**src/rtl/usb_pkt_tx.sv**
```systemverilog
// USB full-speed packet transmitter: SYNC, PID, optional payload + CRC16, EOP,
// with bit stuffing and NRZI. Optional token/SOF field + CRC5 under USB_TX_TOKEN_EN.
module usb_pkt_tx #(
  parameter int BIT_SAMPLES = 4,
  parameter int MAX_BYTES   = 64
) (
  input  logic        clk_i,
  input  logic        rstn_i,
  input  logic        pkt_start_i,
  input  logic [3:0]  pid_i,
`ifdef USB_TX_TOKEN_EN
  input  logic [10:0] token_i,
`endif
  input  logic [7:0]  tx_data_i,
  input  logic        tx_valid_i,
  output logic        tx_ready_o,
  output logic        busy_o,
  output logic        done_o,
  output logic        tx_en_o,
  output logic        dp_tx_o,
  output logic        dn_tx_o
);

  localparam int CW = (BIT_SAMPLES > 1) ? $clog2(BIT_SAMPLES) : 1;
  localparam int BW = $clog2(MAX_BYTES + 1);

  typedef enum logic [2:0] {
    S_IDLE, S_SYNC, S_PID, S_TOKEN, S_CRC5, S_DATA, S_CRC16, S_EOP
  } state_t;

  state_t        r_state, w_state_nxt;
  logic [CW-1:0] r_cnt, w_cnt_nxt;
  logic [3:0]    r_idx, w_idx_nxt;
  logic [2:0]    r_ones, w_ones_nxt;
  logic [3:0]    r_pid, w_pid_nxt;
  logic [7:0]    r_byte, w_byte_nxt;
  logic [15:0]   r_crc16, w_crc16_nxt;
  logic [BW-1:0] r_bytes, w_bytes_nxt;
  logic          r_j, w_j_nxt;
  logic          r_se0, w_se0_nxt;
  logic          r_done, w_done_nxt;
  logic          w_tick, w_bit, w_emit, w_slot_take;
  logic [7:0]    w_pid_byte;
`ifdef USB_TX_TOKEN_EN
  logic [10:0]   r_tok, w_tok_nxt;
  logic [4:0]    r_crc5, w_crc5_nxt;
`endif

  function automatic logic [15:0] crc16_step(input logic [15:0] c, input logic b);
    return (c >> 1) ^ (((c[0] ^ b) == 1'b1) ? 16'hA001 : 16'h0000);
  endfunction

`ifdef USB_TX_TOKEN_EN
  function automatic logic [4:0] crc5_step(input logic [4:0] c, input logic b);
    return (c >> 1) ^ (((c[0] ^ b) == 1'b1) ? 5'h14 : 5'h00);
  endfunction
`endif

  assign w_tick      = (r_cnt == CW'(BIT_SAMPLES - 1));
  assign w_pid_byte  = {~r_pid, r_pid};
  // A byte is taken only on a real (non-stuff) tick at the start of a slot.
  assign w_slot_take = (r_state == S_DATA) && w_tick && (r_ones != 3'd6) &&
                       (r_idx == 4'd0) && tx_valid_i && (r_bytes != BW'(MAX_BYTES));

  always_ff @(posedge clk_i or negedge rstn_i) begin
    if (!rstn_i) begin
      r_state <= S_IDLE;
      r_cnt   <= '0;
      r_idx   <= '0;
      r_ones  <= '0;
      r_pid   <= '0;
      r_byte  <= '0;
      r_crc16 <= 16'hFFFF;
      r_bytes <= '0;
      r_j     <= 1'b1;
      r_se0   <= 1'b0;
      r_done  <= 1'b0;
`ifdef USB_TX_TOKEN_EN
      r_tok   <= '0;
      r_crc5  <= 5'h1F;
`endif
    end else begin
      r_state <= w_state_nxt;
      r_cnt   <= w_cnt_nxt;
      r_idx   <= w_idx_nxt;
      r_ones  <= w_ones_nxt;
      r_pid   <= w_pid_nxt;
      r_byte  <= w_byte_nxt;
      r_crc16 <= w_crc16_nxt;
      r_bytes <= w_bytes_nxt;
      r_j     <= w_j_nxt;
      r_se0   <= w_se0_nxt;
      r_done  <= w_done_nxt;
`ifdef USB_TX_TOKEN_EN
      r_tok   <= w_tok_nxt;
      r_crc5  <= w_crc5_nxt;
`endif
    end
  end

  // (r_state, r_idx) names the next bit to put on the line; each tick emits it.
  always_comb begin
    w_state_nxt = r_state;
    w_cnt_nxt   = (r_state == S_IDLE || w_tick) ? '0 : r_cnt + CW'(1);
    w_idx_nxt   = r_idx;
    w_ones_nxt  = r_ones;
    w_pid_nxt   = r_pid;
    w_byte_nxt  = r_byte;
    w_crc16_nxt = r_crc16;
    w_bytes_nxt = r_bytes;
    w_j_nxt     = r_j;
    w_se0_nxt   = r_se0;
    w_done_nxt  = 1'b0;
    w_bit       = 1'b1;
    w_emit      = 1'b0;
`ifdef USB_TX_TOKEN_EN
    w_tok_nxt   = r_tok;
    w_crc5_nxt  = r_crc5;
`endif
    if (r_state == S_IDLE) begin
      if (pkt_start_i) begin
        w_state_nxt = S_SYNC;
        w_idx_nxt   = 4'd1;
        w_pid_nxt   = pid_i;
        w_ones_nxt  = 3'd0;
        w_se0_nxt   = 1'b0;
        w_bit       = 1'b0;
        w_emit      = 1'b1;
`ifdef USB_TX_TOKEN_EN
        w_tok_nxt   = token_i;
`endif
      end
    end else if (w_tick) begin
      if (r_ones == 3'd6) begin
        w_bit  = 1'b0;
        w_emit = 1'b1;
      end else begin
        w_idx_nxt = r_idx + 4'd1;
        case (r_state)
          S_SYNC: begin
            w_emit = 1'b1;
            w_bit  = (r_idx == 4'd7);
            if (r_idx == 4'd7) begin
              w_state_nxt = S_PID;
              w_idx_nxt   = 4'd0;
            end
          end
          S_PID: begin
            w_emit = 1'b1;
            w_bit  = w_pid_byte[r_idx[2:0]];
            if (r_idx == 4'd7) begin
              w_idx_nxt   = 4'd0;
              w_crc16_nxt = 16'hFFFF;
              w_bytes_nxt = '0;
              if (r_pid[2:0] == 3'b011) w_state_nxt = S_DATA;
`ifdef USB_TX_TOKEN_EN
              else if (r_pid[1:0] == 2'b01) begin
                w_state_nxt = S_TOKEN;
                w_crc5_nxt  = 5'h1F;
              end
`endif
              else w_state_nxt = S_EOP;
            end
          end
`ifdef USB_TX_TOKEN_EN
          S_TOKEN: begin
            w_emit     = 1'b1;
            w_bit      = r_tok[r_idx];
            w_crc5_nxt = crc5_step(r_crc5, r_tok[r_idx]);
            if (r_idx == 4'd10) begin
              w_state_nxt = S_CRC5;
              w_idx_nxt   = 4'd0;
            end
          end
          S_CRC5: begin
            w_emit = 1'b1;
            w_bit  = ~r_crc5[r_idx[2:0]];
            if (r_idx == 4'd4) begin
              w_state_nxt = S_EOP;
              w_idx_nxt   = 4'd0;
            end
          end
`endif
          S_DATA: begin
            w_emit = 1'b1;
            if (r_idx == 4'd0) begin
              if (w_slot_take) begin
                w_bit       = tx_data_i[0];
                w_byte_nxt  = tx_data_i;
                w_crc16_nxt = crc16_step(r_crc16, tx_data_i[0]);
                w_bytes_nxt = r_bytes + BW'(1);
              end else begin
                w_bit       = ~r_crc16[0];
                w_state_nxt = S_CRC16;
              end
            end else begin
              w_bit       = r_byte[r_idx[2:0]];
              w_crc16_nxt = crc16_step(r_crc16, r_byte[r_idx[2:0]]);
              if (r_idx == 4'd7) w_idx_nxt = 4'd0;
            end
          end
          S_CRC16: begin
            w_emit = 1'b1;
            w_bit  = ~r_crc16[r_idx];
            if (r_idx == 4'd15) begin
              w_state_nxt = S_EOP;
              w_idx_nxt   = 4'd0;
            end
          end
          S_EOP: begin
            w_ones_nxt = 3'd0;
            case (r_idx)
              4'd0, 4'd1: w_se0_nxt = 1'b1;
              4'd2: begin
                w_se0_nxt = 1'b0;
                w_j_nxt   = 1'b1;
              end
              default: begin
                w_state_nxt = S_IDLE;
                w_idx_nxt   = 4'd0;
                w_done_nxt  = 1'b1;
              end
            endcase
          end
          default: w_state_nxt = S_IDLE;
        endcase
      end
    end
    if (w_emit) begin
      w_j_nxt    = w_bit ? r_j : ~r_j;
      w_ones_nxt = w_bit ? r_ones + 3'd1 : 3'd0;
    end
  end

  always_comb begin
    tx_ready_o = w_slot_take;
    busy_o     = (r_state != S_IDLE);
    tx_en_o    = (r_state != S_IDLE);
    done_o     = r_done;
    dp_tx_o    = ~r_se0 & r_j;
    dn_tx_o    = ~r_se0 & ~r_j;
  end

endmodule

```
**config.mk**
```make
export PLATFORM = sky130hd
export DESIGN_NAME = usb_pkt_tx
export DESIGN_NICKNAME = d
export VERILOG_FILES = /design/src/rtl/usb_pkt_tx.sv
export SDC_FILE = /design/constraint.sdc
export NUM_CORES = 1
export LEC_CHECK = 0
export BUFFER_PORTS_ARGS = -buffer_cell sky130_fd_sc_hd__buf_4
export CORE_UTILIZATION = 40
export DETAILED_ROUTE_END_ITERATION = 12
export PLACE_DENSITY = 0.56
export SLEW_MARGIN = 20
export SYNTH_ARGS = -nofsm -noshare
export SYNTH_HDL_FRONTEND = slang
export SYNTH_SLANG_ARGS = --single-unit
```
**constraint.sdc**
```tcl
create_clock -name clk_i -period 6.6 [get_ports clk_i]
set_input_delay 0.66 -clock clk_i [delete_from_list [all_inputs] [get_ports clk_i]]
set_output_delay 0.66 -clock clk_i [all_outputs]
set_load 0.03 [all_outputs]
```
# After elaboration in Yosys (flattened, before gate mapping)
# Cells that the tools add are included.
# Widths: inputs -> output; s select.
[totals]
ff_bits = 50
elab_cells = 167
[op_classes]
n_addsub = 4
magnitude_cmp = 2
n_eq_ne = 31
mux = 75
bitwise = 13
n_reduce_logical = 31
[ops]
columns = ["operator", "count"]
rows = [
  ["$mux 16", 5],
  ["$mux 3", 17],
  ["$mux 4", 8],
  ["$pmux 16 s2", 1],
  ["$xor 15x16->16", 2],
  ["$mux 1", 31],
  ["$ne 3x3->1 const B", 8],
  ["$mux 7", 3],
  ["$reduce_and 6->1", 3],
  ["$pmux 4 s4", 1],
  ["$pmux 3 s5", 1],
  ["$ne 2x2->1 const B", 7],
  ["$pmux 7 s2", 1],
  ["$eq 3x3->1 const B", 4],
  ["$reduce_bool 2->1", 6],
  ["$reduce_bool 3->1", 4],
  ["$reduce_and 9->1", 1],
  ["$add 7x1->7 const B", 1],
  ["$ne 7x7->1 const B", 1],
  ["$reduce_and 7->1", 1],
  ["$bmux 1 s3", 2],
  ["$eq 3x2->1 const B", 2],
  ["$not 1->1", 6],
  ["$logic_and 1x1->1", 5],
  ["other kinds (31)", 35],
]

# Depth between registers and ports, before layout
[logic_depth]
word_depth = 14
mapped_depth = 11
depth_no_buf = 9

# Worst setup path before layout
# No wires, ideal clock.
[synth_timing]
path_kind = "register to output"
startpoint = "register r_idx[1]"
endpoint = "output tx_ready_o"
arrival_ps = 2013
slack_ps = 3927
path_stages_with_launch = 10
cell_sequence = "dfrtp_1 buf_4 buf_4 inv_1 ha_1 nor2b_1 and3_1 and3_1 nor2b_1 buf_2"
[synth_via]
elab_chain_cells = 4
[synth_rtl]
columns = ["item", "line_no", "source"]
rows = [
  ["from (decl)", "33", "logic [3:0] r_idx, w_idx_nxt;"],
  ["from (signal assigned)", "85", "r_idx <= w_idx_nxt;"],
  ["$logic_not 4->1", "63", "(r_idx == 4'd0) && tx_valid_i && (r_bytes != BW'(MAX_BYTES));"],
  ["$logic_and 1x1->1", "62", "assign w_slot_take = (r_state == S_DATA) && w_tick && (r_ones != 3'd6) &&"],
  ["$logic_and 1x1->1 (2 in series)", "63", ""],
  ["to (decl)", "16", "output logic tx_ready_o,"],
]
# Every way passes these cells.

# Worst setup path in the final report
# Ends and elaborated chain as after synthesis.

==> flow_summary.toml <==
[synthesis]
synth-xor-area-share = 0.0264
yosysWarnings = 0
syn-num-nets = 335
synth_edf_count = 0
synth_compound_area_frac = 0.166
synthAdderAreaFrac = 0.0378
synth-simple-area-share = 0.198
ys_async_sr_fraction = 1.00
ys_types = 50
synth.cell_area_sq_um = 2980
yosysSeqAreaShare = 0.427
syn_inst = 310
ys.flop_type = "dfrtp_1"
synthMuxAreaShare = 0.100
ys_ff_latch = 50
postSynthAreaPerCell_sq_um = 9.62
synth_top_family_by_area = "simple AND/OR/NAND/NOR gates"

[critical_path]
critical_path_class = "flop to output pin"
cp_max_fo = 17
crit_family = "flip-flops"
r2r_setup_slack_ns = 3.47
endpoint_kind = "output pin"
critPathArrivalTime_ns = 2.71
cp.required_ns = 5.94
cp_cell_sequence = "inv_1 > ha_1 > nor2b_1 > and3_1 > and3_1 > nor2b_1 > buf_4 > buf_4"
startpoint_type = "flop"
cpPeakStageDelay_ns = 0.89
cp_slowest_cell = "dfrtp_1"
timing.critical_path.buf_inv = 3

[sta]
fmax_ghz = 0.297
rsz0062_at_grt = "false"
setup_viol = 0
fin_setup_tns_ns = 0
hold_viol = 0
period_share = 0.511
drv_slew = 0
post-route-min-period_ns = 3.37
finClkSkew_ns = 0.00863
worstMarginPinSlew_ns = 0.832
slew_headroom = 0.446

[clock_network]
post_cts_hold_buffer_count = 0
clkSinkCount = 50
cts_buffers = 5
htreeDepth = 2
insertion_delay_ns = 0.30
cts_setup_buffers = 0
cts-root-buf = "clkbuf_8"
clk_pin_slew_ns = 0.09
cts_resized = 0
clockBufferDepth = 2
cts_tree = "done"

[layout]
final_cells = 423
syn2layout_area_growth_pct = 9.23
fin_nets = 348
final_common_cell = "nor2_1"
layout-drive-gt1-share = 0.247
fillerInstances = 728
antenna_cells = 0
final_cell_mix = "nor2_1, dfrtp_1, buf_4, nand2_1, dfstp_2"
post-route-util = 0.452
layout.area.seq_sq_um = 1270
multi_input_area_sq_um = 1580

[placed_design]
port_buffers = 21
hpwlAfterDp_mm = 4.30
gp_congestion = 0.777
placed_cells = 415

[floorplanning]
die_w_um = 88.4
die_y_um = 88.4
core_sq_um = 7210
start_util = 0.413
pin_count = 22
std_cell_rows = 31
dieArea_sq_um = 7810

[power_and_ir_drop]
p_leak_nw = 1.37
ir_drop_mv = 0.187
p_per_area_nw_per_um2 = 404

[drt]
firstDrtPassIters = 4
drtIter0Drc = 139
wl_per_cell_um = 14.6
drc = 0
via_count = 2206
vias_per_cell = 5.22
routed_wl_mm = 6.16
ant_nets = 0

[run_status]
outcome = "finished, final reports clean"

[global_route]
grt_pass1_wl_mm = 10.7
grt_max_degree = 51
track_usage = 0.177
antenna_found_initial = 0
overflow = 0
grt_pass1_vias = 2217

[job]
maxCapViolCount = 0

[hold_path]
holdCritPathClass = "input pin to async pin"
==> per-layer routing <==
metal	GRT usage	part of all wire	up-vias
met2	0.288	0.47	32
met1	0.247	0.49	1054
met5	0	0	-
li1	-	-	1115
met3	0.0289	0.029	5
met4	0.0396	0.0071	0
==> layout make-up <==
| cell class | instances | share of cell area |
|---|---|---|
| clock inverters | 2 | 0.00307 |
| repair buffers | 23 | 0.0530 |
| multi-input cells | 235 | 0.484 |
| flip-flops and latches | 50 | 0.391 |
| well taps | 99 | 0.0380 |
| clock buffers | 6 | 0.0223 |
| inverters | 8 | 0.00922 |
==> stage by stage <==
stage / total power (W) / hold slack (ns) / setup slack (ns) / area, sq um
after floorplan: 0.00102 / 0.364 / 3.93 / 2980
after global routing: 0.00143 / 0.437 / 3.02 / 3260
final: 0.00132 / 0.363 / 3.23 / 3260
after global placement: 0.00114 / 0.431 / 3.58 / 3180
after CTS: 0.00133 / 0.396 / 3.21 / 3260
after detailed placement: 0.00115 / 0.449 / 3.49 / 3180
==> Yosys cell counts, types with 2 or more instances <==
master,n,area share
ha_1,9,0.038
mux2_2,12,0.045
nand4_1,5,0.010
buf_4,5,0.013
nand2_1,22,0.028
or3_1,3,0.0063
clkbuf_1,3,0.0038
buf_2,5,0.0084
nor2_1,50,0.063
mux2i_1,13,0.044
and2_1,2,0.0042
and3_1,3,0.0063
xnor2_1,2,0.0059
dfrtp_1,33,0.28
xor2_1,7,0.021
a22oi_1,4,0.010
a21oi_2,14,0.041
buf_6,2,0.0075
a311o_1,3,0.010
nor3_1,4,0.0067
inv_1,8,0.010
buf_1,2,0.0025
nand2b_1,2,0.0042
o21ai_0,15,0.025
o22ai_1,2,0.0042
or2_2,2,0.0042
nor2b_1,10,0.021
a31oi_1,6,0.013
a41oi_1,2,0.0059
a21oi_1,12,0.020
dfstp_2,17,0.15
nand3_1,7,0.012
nand3b_1,7,0.018
==> worst register-to-register path: stages (launching register included) <==
cell	delay, ns
dfrtp_1	0.89
inv_1	0.20
ha_1	0.28
nor2b_1	0.15
and3_1	0.21
and3_1	0.19
nor2b_1	0.13
buf_4	0.18
or3_1	0.45
mux2_1	0.34
==> cells by family (layout without fill, tap and decap cells) <==
| logic type | count (synthesis) | after routing |
|---|---|---|
| multiplexers | 27 | 27 |
| XOR/XNOR | 9 | 9 |
| buffers and inverters | 25 | 39 |
| flip-flops | 50 | 50 |
| AO/OA/AOI/OAI | 69 | 69 |
| adder cells (fa/ha/maj) | 9 | 9 |
| AND/OR/NAND/NOR | 121 | 121 |
==> sequential cells by signal, summed over array words and instances, names as in the netlist <==
name / cells
r_se0: 1
r_crc16: 16
done_o: 1
r_j: 1
r_byte: 8
r_ones: 3
r_idx: 4
r_state: 3
r_cnt: 2
r_bytes: 7
r_pid: 4
==> report_power, final <==
part / internal (W) / switching (W)
registers: 0.000443 / 0.000153
clock network: 0.0000737 / 0.0000997
logic: 0.000247 / 0.000301
==> final timing paths <==
check / from / endpoint / depth (start not counted)
worst max-delay path: r_idx[1] / tx_ready_o / 8
worst min-delay path: rstn_i / r_bytes[1] / 1
worst max register to register: r_idx[1] / r_state[0] / 9
worst min register to register: r_cnt[0] / r_cnt[0] / 1
max in group asynchronous: rstn_i / r_idx[1] / 1
min in group clk_i: r_cnt[0] / r_cnt[0] / 1
Power figures use the tool's default switching activity.
